`src/rtl/ripple_count_sampler.sv`:
```
// Synchronous sampler for an asynchronous ripple counter: two-sample glitch filter,
// wrap-extension counter and a snapshot FIFO drained over valid/ready.
module ripple_count_sampler #(
  parameter int unsigned CNT_W      = 4,
  parameter int unsigned EXT_W      = 8,
  parameter int unsigned FIFO_DEPTH = 4
) (
  input  logic                   clock,
  input  logic                   reset,
  input  logic [CNT_W-1:0]       cnt_in,
  input  logic                   snap_req,
  output logic [EXT_W+CNT_W-1:0] out_data,
  output logic                   out_valid,
  input  logic                   out_ready,
  output logic                   fifo_full,
  output logic                   dropped,
  output logic                   ext_ovf
);

  localparam int unsigned AW = $clog2(FIFO_DEPTH);
  localparam int unsigned DW = EXT_W + CNT_W;
  localparam logic [AW:0]      CNT_ONE  = (AW+1)'(1);
  localparam logic [AW:0]      FULL_CNT = (AW+1)'(FIFO_DEPTH);
  localparam logic [AW-1:0]    PTR_ONE  = AW'(1);
  localparam logic [EXT_W-1:0] EXT_ONE  = EXT_W'(1);

  logic [CNT_W-1:0] s1, s2, cur;
  logic [EXT_W-1:0] ext;
  logic [DW-1:0]    mem [FIFO_DEPTH];
  logic [AW-1:0]    wptr, rptr;
  logic [AW:0]      count, count_nxt;
  logic             pop, push;

  // A full FIFO still accepts a snapshot when the head leaves on the same edge.
  always_comb begin
    pop       = out_valid & out_ready;
    push      = snap_req & (~fifo_full | pop);
    count_nxt = count;
    if (push && !pop)
      count_nxt = count + CNT_ONE;
    else if (pop && !push)
      count_nxt = count - CNT_ONE;
  end

  assign out_data = mem[rptr];

  always_ff @(posedge clock) begin
    if (reset) begin
      s1      <= '0;
      s2      <= '0;
      cur     <= '0;
      ext     <= '0;
      ext_ovf <= 1'b0;
    end else begin
      s1 <= cnt_in;
      s2 <= s1;
      if (s1 == s2) begin
        cur <= s2;
        if (s2 < cur) begin
          ext <= ext + EXT_ONE;
          if (ext == '1)
            ext_ovf <= 1'b1;
        end
      end
    end
  end

  always_ff @(posedge clock) begin
    if (reset) begin
      wptr      <= '0;
      rptr      <= '0;
      count     <= '0;
      out_valid <= 1'b0;
      fifo_full <= 1'b0;
      dropped   <= 1'b0;
    end else begin
      if (push)
        wptr <= wptr + PTR_ONE;
      if (pop)
        rptr <= rptr + PTR_ONE;
      count     <= count_nxt;
      out_valid <= (count_nxt != '0);
      fifo_full <= (count_nxt == FULL_CNT);
      if (snap_req && !push)
        dropped <= 1'b1;
    end
  end

  // Storage needs no reset: reads are gated by out_valid.
  always_ff @(posedge clock) begin
    if (push && !reset)
      mem[wptr] <= {ext, cur};
  end

endmodule

```
`config.mk`:
```
export PLATFORM = sky130hd
export DESIGN_NAME = ripple_count_sampler
export DESIGN_NICKNAME = d
export VERILOG_FILES = /design/src/rtl/ripple_count_sampler.sv
export SDC_FILE = /design/constraint.sdc
export NUM_CORES = 1
export LEC_CHECK = 0
export ABC_AREA = 1
export CORE_ASPECT_RATIO = 1.1
export CORE_MARGIN = 2
export CORE_UTILIZATION = 52
export DETAILED_ROUTE_END_ITERATION = 6
export PLACE_DENSITY = 0.79
export SLEW_MARGIN = 0
export SYNTH_ARGS = -nofsm -noshare
export SYNTH_HDL_FRONTEND = slang
export SYNTH_SLANG_ARGS = --single-unit
export TNS_END_PERCENT = 20
```
`constraint.sdc`:
```
create_clock -name clock -period 1.6 [get_ports clock]
set_input_delay 0.32 -clock clock [delete_from_list [all_inputs] [get_ports clock]]
set_output_delay 0.32 -clock clock [all_outputs]
set_load 0.005 [all_outputs]
```
==> impl_metrics.py <==
metrics = {
    "clock_tree": {
        "clk_path_buf_depth": 2,
        "cts-root-buf": "clkbuf_8",
        "cts.clk_slew.worst_paths_ns": 0.08,
        "clk_latency_ns": 0.35,
        "cts_buffers": 9,
        "h-tree-depth": 3,
        "cts.sinks": 81,
        "holdBufCountCts": 0,
        "cts_tree": "yes",
    },
    "final_layout": {
        "antenna_cells": 0,
        "mostFrequentLayoutCells": "nor2_1 (52), edfxtp_1 (48), nand2_1 (42)",
        "stdcell_count": 473,
        "nets": 406,
        "syn_to_final_growth_pct": 26.3,
        "final_area_um2": 4200,
        "fillers": 438,
        "drive_gt1_share_pct": 23.2,
        "final_common_cell": "nor2_1",
    },
    "timing": {
        "rsz0062_at_grt": "yes",
        "setup_ws_ns": -0.0970,
        "fin_setup_tns_ns": -0.628,
        "finalHoldViolCount": 0,
        "setup_viol": 12,
        "finalMaxSlewViolations": 0,
        "period_share_pct": 106,
        "clock.fmax_mhz": 589,
        "tightest_slew_ns": 0.394,
        "maxSlewHeadroom_pct": 73.6,
        "holdWs_ns": 0.438,
        "period_needed_ns": 1.70,
        "fin_worst_skew_ns": 0.00950,
    },
    "detailed_routing": {
        "detail-route-antenna-nets": 0,
        "drt-total-wl_mm": 6.84,
        "drt_iter0_markers": 246,
        "drt-vias-per-instance": 5.17,
        "remaining_drc_errors": 0,
        "vias": 2446,
        "wl_per_cell_um": 14.5,
        "drtPass1Iterations": 4,
    },
    "worst_setup_path": {
        "rr_worst_depth": 7,
        "crit_type": "flip-flop to primary output",
        "path_buf_inv": 3,
        "start_kind": "flip-flop",
        "critical_path.top_delay_family": "buffers and inverters",
        "crit_cells": 5,
        "r2r_end": "ext[7]",
        "cp_cell_sequence": "buf_6 > buf_12 > o21ai_4 > o22ai_2 > buf_2",
        "arrival_ns": 1.38,
        "endpoint_kind": "primary output",
        "cp_max_fo": 6,
        "crit_slowest_cell": "dfxtp_4",
        "r2r_start": "cur[3]",
        "slowest_delay_ns": 0.38,
        "r2r_slack_ns": 0.07,
        "worstPathRequired_ns": 1.28,
    },
    "worst_hold_path": {
        "min_from": "s1[1]",
        "hold_path_class": "flip-flop to flip-flop",
        "holdPathEnd": "s2[1]",
        "hold_path_depth": 2,
    },
    "floorplanning": {
        "core_area_um2": 6190,
        "io_pins": 24,
        "start_util_pct": 53.7,
        "rows": 30,
        "die_w_um": 80.3,
        "die_y_um": 87.9,
        "dieArea_um2": 7050,
    },
    "placement": {
        "place_area_um2": 3800,
        "io_buffers": 23,
        "pre_cts_ws_ns": -0.305,
        "gp_congestion": 0.819,
        "hpwl_mm": 3.85,
        "dpl.cell_count": 442,
    },
    "synth": {
        "syn-mean-instance-area_um2": 10.2,
        "synth_nets": 345,
        "synth-seq-cells": 81,
        "synth_area_um2": 3330,
        "synth_cell_types": 24,
        "yosysWarnings": 0,
        "netlist_instances": 327,
        "seq_area_frac_synth_pct": 63.2,
    },
    "status": {
        "violations": "setup timing",
        "outcome": "complete, but fails checks",
    },
    "flow_run": {
        "maxCapViolations": 0,
    },
    "power_and_ir_drop": {
        "ir_drop_mv": 0.535,
        "power.leakage_uw": 0.00170,
        "pwr_density_cell_nw_per_um2": 1090,
    },
    "grt": {
        "grt.total_usage_pct": 21.2,
        "grt_start_max_net_pins": 19,
        "grt_pass1_vias": 2319,
        "grt_pass1_wl_mm": 10.9,
        "overflow": 0,
        "antenna_found_initial": 0,
    },
}
==> per-stage QoR <==
step	utilization (%)	power, uW
4_1_cts	66.0	4550
3_5_place_dp	61.4	3190
3_3_place_gp	61.4	3160
6_report	67.8	4590
2_1_floorplan	-	2830
5_1_grt	67.8	4830
==> synth_stat cells, drive strengths merged <==
| cell | count | area [um2] |
|---|---|---|
| inv | 38 | 143 |
| ha | 10 | 125 |
| edfxtp | 48 | 1440 |
| o22ai | 12 | 75.1 |
| a21o | 1 | 7.51 |
| o21ai | 35 | 175 |
| clkbuf | 6 | 22.5 |
| xnor2 | 6 | 52.6 |
| nand4 | 1 | 6.26 |
| nand3 | 11 | 55.1 |
| xor2 | 4 | 35.0 |
| buf | 4 | 25.0 |
| o21a | 1 | 7.51 |
| nor3 | 1 | 5.00 |
| a21oi | 14 | 81.3 |
| dfxtp | 33 | 661 |
| nor2 | 56 | 218 |
| nand2 | 43 | 169 |
| nand3b | 3 | 22.5 |
==> power breakdown <==
part | switching (uW) | internal [uW]
sequential | 73.2 | 2310
clock | 681 | 602
combinational | 476 | 450
total | 1230 | 3360
==> cell families after synthesis <==
kind of cell    count (synthesis)  synth area share (%)
compound gates                 63                  10.4
fa+ha+maj                      10                  3.76
flops                          81                  63.2
simple gates                  115                  14.3
xor+xnor                       10                  2.63
buf+inv                        48                  5.72
==> per-layer routing <==
layer | routed length (um) | track usage (%) | share of wire [%]
met3 | 328 | 4.02 | 4.8
met2 | 3650 | 36.4 | 53
met4 | 138 | 12.9 | 2.0
met5 | 0 | 0 | 0
met1 | 2720 | 24.6 | 40
==> timing repair <==
item,4_1_cts,5_1_grt
gates resized for setup,91,17
gates cloned,3,0
setup endpoints to repair,12,71
pin swaps,10,11
buffers inserted,2,11
==> worst max-delay path by stage <==
stage / from / to / slack, ns
floorplan: out_valid / mem[0][0] / -0.14
global placement: flip-flop / out_data[6] / -0.31
detailed placement: flip-flop / out_data[0] / -0.30
CTS: flip-flop / out_data[6] / -0.13
global route: flip-flop / out_data[9] / -0.14
finish: flip-flop / out_data[9] / -0.1
==> state kept, by name, indices dropped and copies added (netlist names), named ones only <==
name       flops
count          3
cur            4
dropped        1
ext            8
ext_ovf        1
fifo_full      1
mem           48
out_valid      1
rptr           2
s1             4
s2             4
wptr           2
==> final cells by class <==
| class | count | area (um2) | share of cell area [%] |
|---|---|---|---|
| flip-flops and latches | 81 | 2110 | 50.2 |
| multi-input cells | 198 | 1140 | 27.2 |
| repair buffers | 60 | 537 | 12.8 |
| clock buffers | 13 | 149 | 3.54 |
| inverters | 38 | 148 | 3.51 |
| well taps | 80 | 100 | 2.38 |
| clock inverters | 3 | 17.5 | 0.417 |
==> tightest hold or removal path: stages, from the launching register on <==
cell and delay, ns:
dfxtp_1 0.32, inv_1 0.05, nor2_1 0.03
Power figures use the tool's default switching activity.
